### config.mk
export PLATFORM = sky130hd
export DESIGN_NAME = difficulty_check
export DESIGN_NICKNAME = d
export VERILOG_FILES = /design/src/rtl/difficulty_check.sv
export SDC_FILE = /design/constraint.sdc
export NUM_CORES = 1
export LEC_CHECK = 0
export ABC_AREA = 1
export CAP_MARGIN = 20
export CORE_ASPECT_RATIO = 1.2
export CORE_MARGIN = 1
export CORE_UTILIZATION = 30
export CTS_BUF_LIST = sky130_fd_sc_hd__clkbuf_4
export DETAILED_ROUTE_END_ITERATION = 16
export DONT_BUFFER_PORTS = 1
export PLACE_DENSITY = 0.54
export SLEW_MARGIN = 20
export SYNTH_ARGS = -nofsm -noshare
export SYNTH_HDL_FRONTEND = slang
export SYNTH_SLANG_ARGS = --single-unit
### constraint.sdc
create_clock -name clk -period 2.15 [get_ports clk]
set_clock_uncertainty 0.15 [all_clocks]
set_input_delay 0.43 -clock clk [delete_from_list [all_inputs] [get_ports clk]]
set_output_delay 0.43 -clock clk [all_outputs]
set_load 0.01 [all_outputs]
### src/rtl/difficulty_check.sv
// Difficulty screening of SHA hash results: latches a difficulty code, looks up the
// leading-zero mask and captures the nonce of the first hash that meets it.

module difficulty_map (
  input  logic        clk,
  input  logic        reset,
  input  logic        en_i,
  input  logic [3:0]  addr_i,
  output logic [15:0] mask_o
);

  localparam int unsigned MASK_W = 16;

  logic [MASK_W-1:0] mask_q;
  logic [MASK_W-1:0] mask_d;

  // Code c requires the top c digest bits to be zero.
  always_comb begin
    mask_d = mask_q;
    if (en_i) mask_d = ~(16'hFFFF >> addr_i);
  end

  always_ff @(posedge clk) begin
    if (reset) mask_q <= '0;
    else       mask_q <= mask_d;
  end

  assign mask_o = mask_q;

endmodule

module difficulty_check #(
  parameter int unsigned NONCE_WIDTH = 32
) (
  input  logic                   clk,
  input  logic                   reset,
  input  logic                   cfg_load,
  input  logic [3:0]             difficulty_addr,
  input  logic                   hash_valid,
  input  logic [15:0]            hash_top,
  input  logic [NONCE_WIDTH-1:0] hash_nonce,
  input  logic                   clear,
  output logic                   ready,
  output logic                   success,
  output logic [NONCE_WIDTH-1:0] success_nonce,
  output logic                   halt,
  output logic [31:0]            hash_count
);

  localparam int unsigned CNT_W  = 32;
  localparam int unsigned MASK_W = 16;

  typedef enum logic [1:0] {
    IDLE  = 2'd0,
    LOAD  = 2'd1,
    ARMED = 2'd2,
    FOUND = 2'd3
  } state_e;

  state_e                 state_q, state_d;
  logic                   ready_q, ready_d;
  logic                   success_q, success_d;
  logic [NONCE_WIDTH-1:0] nonce_q, nonce_d;
  logic [CNT_W-1:0]       count_q, count_d;
  logic [MASK_W-1:0]      mask;
  logic                   hash_pass_c;

  difficulty_map u_map (
    .clk    (clk),
    .reset  (reset),
    .en_i   (cfg_load),
    .addr_i (difficulty_addr),
    .mask_o (mask)
  );

  assign hash_pass_c = ((hash_top & mask) == 16'h0000);

  // Next-state: cfg_load overrides everything, clear only matters in FOUND.
  always_comb begin
    state_d   = state_q;
    success_d = success_q;
    nonce_d   = nonce_q;
    count_d   = count_q;
    if (cfg_load) begin
      state_d   = LOAD;
      success_d = 1'b0;
      nonce_d   = '0;
      count_d   = '0;
    end else begin
      unique case (state_q)
        IDLE:  state_d = IDLE;
        LOAD:  state_d = ARMED;
        ARMED: begin
          if (hash_valid) begin
            if (count_q != {CNT_W{1'b1}}) count_d = count_q + CNT_W'(1);
            if (hash_pass_c) begin
              success_d = 1'b1;
              nonce_d   = hash_nonce;
              state_d   = FOUND;
            end
          end
        end
        FOUND: begin
          if (clear) begin
            success_d = 1'b0;
            state_d   = ARMED;
          end
        end
        default: state_d = IDLE;
      endcase
    end
    ready_d = (state_d == ARMED);
  end

  always_ff @(posedge clk) begin
    if (reset) begin
      state_q   <= IDLE;
      ready_q   <= 1'b0;
      success_q <= 1'b0;
      nonce_q   <= '0;
      count_q   <= '0;
    end else begin
      state_q   <= state_d;
      ready_q   <= ready_d;
      success_q <= success_d;
      nonce_q   <= nonce_d;
      count_q   <= count_d;
    end
  end

  assign ready         = ready_q;
  assign success       = success_q;
  assign halt          = success_q;
  assign success_nonce = nonce_q;
  assign hash_count    = count_q;

endmodule

---- After elaboration in Yosys (flattened, before gate mapping) ----
Cells that the tools add are included.
operators by class
  add/subtract/negate cells ............... 1
  eq/ne operators ......................... 8
  shifts and indexed selects .............. 1
  muxes and demuxes ....................... 9
  bitwise logic cells ..................... 2
  reduce and logical (&&, ||, !) cells .... 7
operators by type and width
  operator                 number
  $add A32 B1 Y32 const B  1
  $ne A32 B32 Y1 const B   1
  $and A16 B16 Y16         1
  $logic_not A16 Y1        1
  $not A16 Y16             1
  $shr A16 B4 Y16 const A  1
  $mux W2                  4
  $pmux W2 S4              1
  $eq A2 B2 Y1 const B     3
  $ne A2 B2 Y1 const B     3
  $reduce_and A3 Y1        2
  $reduce_and A4 Y1        1
  $mux W1                  3
  $eq A2 B1 Y1 const B     1
  $logic_not A2 Y1         1
  $pmux W1 S2              1
  $reduce_bool A2 Y1       1
  $reduce_or A2 Y1         1
word-level totals
  register bits after elaboration ......... 84
  input bits .............................. 57
  output and inout port bits .............. 67
  word-level logic and storage cells ...... 34

---- Logic depth before layout (Yosys ltp) ----
  word-level depth ........................ 7
  mapped depth ............................ 11
  depth with buffers taken out ............ 10

---- By module ----
From an unflattened synthesis, not the netlist that was laid out.
second synthesis, totals
  cells, all modules ...................... 706
  area total of the unflattened synthesis .. 4,508.1 sq um
modules (own cells, without submodules)
  module            times used  cells each  area each (sq um)  sequential area each (sq um)
  difficulty_check  1           620         3,861.2            1,361.3
  difficulty_map    1           86          646.9              300.3

---- Least setup slack after synthesis ----
OpenSTA, ideal clock, no wires.
  kind .................................... register to register
  start ................................... reg count_q[0] (netlist: hash_count[0])
  end ..................................... reg count_q[20] (netlist: hash_count[20])
  setup time .............................. 0.142 ns
  data arrival time ....................... 1.682 ns
  data required time ...................... 1.858 ns
  setup slack ............................. 0.176 ns
  cell stages (with the launch flop) ...... 12
  path buffers ............................ 1
  period minus slack after synthesis ...... 1.974 ns
  cell sequence ........................... dfxtp_1 -> ha_1 -> inv_1 -> nor2_4 -> nand2_4 -> nor2_8 -> nand3_4 -> nand2_8 -> inv_2 -> buf_2 -> nand2_1 -> a21oi_2
between the ends
  word-level cells in the longest chain between the ends .. 2
  elaborated cells on any way between the ends .. 3
  those cells by class .................... add/sub (1); eq/ne (1); reduce/logical (1)
ends and longest elaborated chain
  element                                                  line  text
  start: declaration                                       64    logic [CNT_W-1:0] count_q, count_d;
  start signal: assignment                                 127   count_q <= count_d;
  branches (longest 2 deep; another with $add A32 B1 Y32)  -
Several ways; the timed one is not identified.
A chain may end at the register's enable or synchronous reset.

---- Worst setup path in the final report ----
  start ................................... reg count_q[0] (netlist: hash_count[0])
  end ..................................... reg count_q[31] (netlist: hash_count[31])
The elaborated chain is that of the path after synthesis.

==> metrics.md <==
| Metric | Value |
|---|---|
| Status | complete, no violations |
| Synth Area in Compound Gates | 0.0744 |
| Ant diodes | 0 |
| Tot Pwr | 2900 µW |
| CTS buffer count | 9 |
| Pint | 2220 µW |
| WP data required | 2.37 ns |
| Area growth from synthesis to layout | 23.5% |
| RSZ-0062 raised after global routing | false |
| Post-CTS sizing | 0 |
| Most common cell after layout, fill and taps aside | nand2_1 |
| P_leak | 0.00225 µW |
| Root Buffer | clkbuf_4 |
| Crit-path cells | ha_1 -> inv_1 -> nor2_4 -> nand2_4 -> nor2_8 -> nand3_4 -> nand2_8 -> buf_12 -> nand2_1 -> a21oi_1 |
| Layout cells sized above 1 | 0.114 |
| Sw Pwr | 675 µW |
| First-pass iteration count of the detailed router | 4 |
| Initial antenna violation count | 0 |
| CTS max path bufs | 2 |
| Switching Share | 0.233 |
| Mean number of vias per cell | 4.64 |
| Placer Congestion | 0.950 |
| Synth area leaders | dfxtp_1 (39%), nand2_1 (21%), nor2_1 (12%), inv_1 (5.5%), nand3_1 (2.8%) |
| Synthesized area | 0.00422 mm² |
| Mux share of post-synthesis cell area | 0 |
| Number of enable flip-flop cells after synthesis | 0 |
| CTS H-tree depth | 3 |
| Worst path arrival time | 2.24 ns |
| Synth Flop Type | dfxtp_1 |
| CTS Sinks | 83 |
| Synthesized-area fraction occupied by adder cells | 0.00296 |
| DP HPWL | 8.48 mm |
| WL per Instance | 13.0 µm |
| Net Count, Synth | 718 |
| Core ar. | 0.0138 mm² |
| Reg clk slew, reported paths | 0.14 ns |
| Total global-route track usage | 0.170 |
| CP Capture Type | register |
| Worst Setup Path Type | register to register |
| Sequential Power Share | 0.543 |
| CP Max Fanout | 27 |
| Max Fclk | 496 MHz |
| Peak supply drop | 0.000252 V |
| CP startpoint | hash_count[0] |
| Final worst path period need | 2.02 ns |
| Post-synth top area cell | dfxtp_1 |
| Die width | 110 µm |
| Nets@finish | 787 |
| Site row count | 47 |
| Synth Instances | 660 |
| Asr flop ratio synth | 0 |
| Worst R2R Start | hash_count[0] |
| Final hold vios | 0 |
| Seq/Total Area, Yosys | 0.393 |
| Global route overflow | 0 |
| Seq cells post-synth | 83 |
| # setup viols final | 0 |
| Max-slew violation count | 0 |
| Slowest CP cell | dfxtp_1 |
| CP max stage delay | 0.37 ns |
| Slew margin rel. | 0.583 |
| Top-level port count | 124 |
| Commonest non-fill, non-tap cells in the layout | nand2_1 (237), nor2_1 (136), dfxtp_1 (83), inv_1 (62), buf_4 (42) |
| HP Start | cfg_load |
| Post-route ant nets | 0 |
| Number of DRC markers in iteration 0 | 175 |
| Total vias in the final route | 4203 |
| Starting Density | 0.307 |
| Yosys warns | 0 |
| Syn_area_per_cell | 6.40 µm² |
| Synth cell types | 33 |
| Largest net degree at the start of global routing | 67 |
| Final WL | 11.8 mm |
| CTS tree | yes |
| Period utilization | 0.938 |
| Setup TNS | 0 ns |
| Post-synth top area share | 0.393 |
| Die Area | 0.0146 mm² |
| Comb power frac | 0.057 |
| Buffers on Ports | 0 |
| Worst skew pair latency | 0.44 ns |
| Post-Synth XOR/XNOR Area | 0.0290 |
| Clock network power share | 0.400 |
| Worst-Margin Slew | 0.626 ns |
| Max_cap viols | 0 |
| Crit start category | register |
| Power per cell area | 556 mW/mm² |
| CP bufs+invs | 2 |
| First-pass GRT wire length | 19.4 mm |
| Post-Synth Simple-Gate Area | 0.415 |
| Vias in the first global route | 4178 |
| Worst hold path class | input port to register |
| Largest family of logic cells by synthesized area | simple AND/OR/NAND/NOR gates |
| Die height | 132 µm |
| DRC Markers | 0 |
| Worst path top cell family by delay | simple AND/OR/NAND/NOR gates |
-- repair_timing --
action                                  4_1_cts  5_1_grt
buffers inserted                              0        0
endpoints found under the setup margin        0        0
hold endpoints to repair                     45        0
hold buffers                                 37        0
-- per-layer routing --
metal	global-route usage	part of all wire	up-vias
met5	0	0	-
met4	0.0519	0.015	0
met3	0.0643	0.088	17
met2	0.301	0.50	142
met1	0.182	0.40	1885
li1	-	-	2159
-- per-stage QoR --
stage	utilization	hold slack (ns)	worst slack [ns]	instances	area, µm²
floorplan	-	0.269	0.176	660	4220
global placement	0.339	0.286	0.221	852	4660
detailed placement	0.339	0.287	0.179	852	4660
CTS	0.379	0.00411	0.136	905	5220
global route	0.379	0.0246	0.00248	905	5220
finish	0.379	0.0446	0.134	905	5220
-- path summary, 6_finish.rpt --
check                                   endpoint  slack (ns)  depth (start not counted)
worst max-delay path              hash_count[31]        0.13                         10
worst min register to register   u_map.mask_o[8]        0.31                          2
worst min-delay path            u_map.mask_o[10]        0.04                          2
worst max register to register    hash_count[31]        0.13                         10
-- cells by family after synthesis --
logic type	count (synthesis)
simple gates	425
xor+xnor	14
compound gates	51
buf+inv	86
fa+ha+maj	1
flops	83
-- cell type report --
| cell class | instances | area [µm²] |
|---|---|---|
| Clock buffer | 9 | 67.6 |
| Clock inverter | 7 | 115 |
| Fill cell | 1468 | 8550 |
| Inverter | 64 | 240 |
| Multi-Input combinational cell | 491 | 2210 |
| Sequential cell | 83 | 1660 |
| Tap cell | 171 | 214 |
| Timing Repair Buffer | 80 | 706 |
-- cell usage after synthesis, types with 2 or more instances --
master	instances
nand2_1	238
nor2_1	137
dfxtp_1	83
inv_1	62
nand3_1	24
a21oi_1	17
o21ai_0	15
a21oi_2	13
nand3b_1	10
buf_2	9
clkbuf_1	8
xnor2_1	8
xor2_1	6
nand4_1	4
buf_6	3
o21ai_1	3
nand2_2	2
nor2_2	2
o221ai_1	2
-- power by group through the flow --
| stage | Sequential (µW) | Clock [µW] | Combinational, µW |
|---|---|---|---|
| after floorplan | 1600 | 0 | 83.9 |
| after global placement | 1610 | 0 | 105 |
| after CTS | 1580 | 1200 | 165 |
| final | 1570 | 1160 | 166 |
| after global routing | 1580 | 1260 | 185 |
| after detailed placement | 1610 | 0 | 108 |
-- state kept, by name (all words and copies together), names as in the netlist --
signal	flops
ready	1
halt	1
success_nonce	32
u_map.mask_o	15
hash_count	32
state_q	2
(Power assumes the default switching activity.)
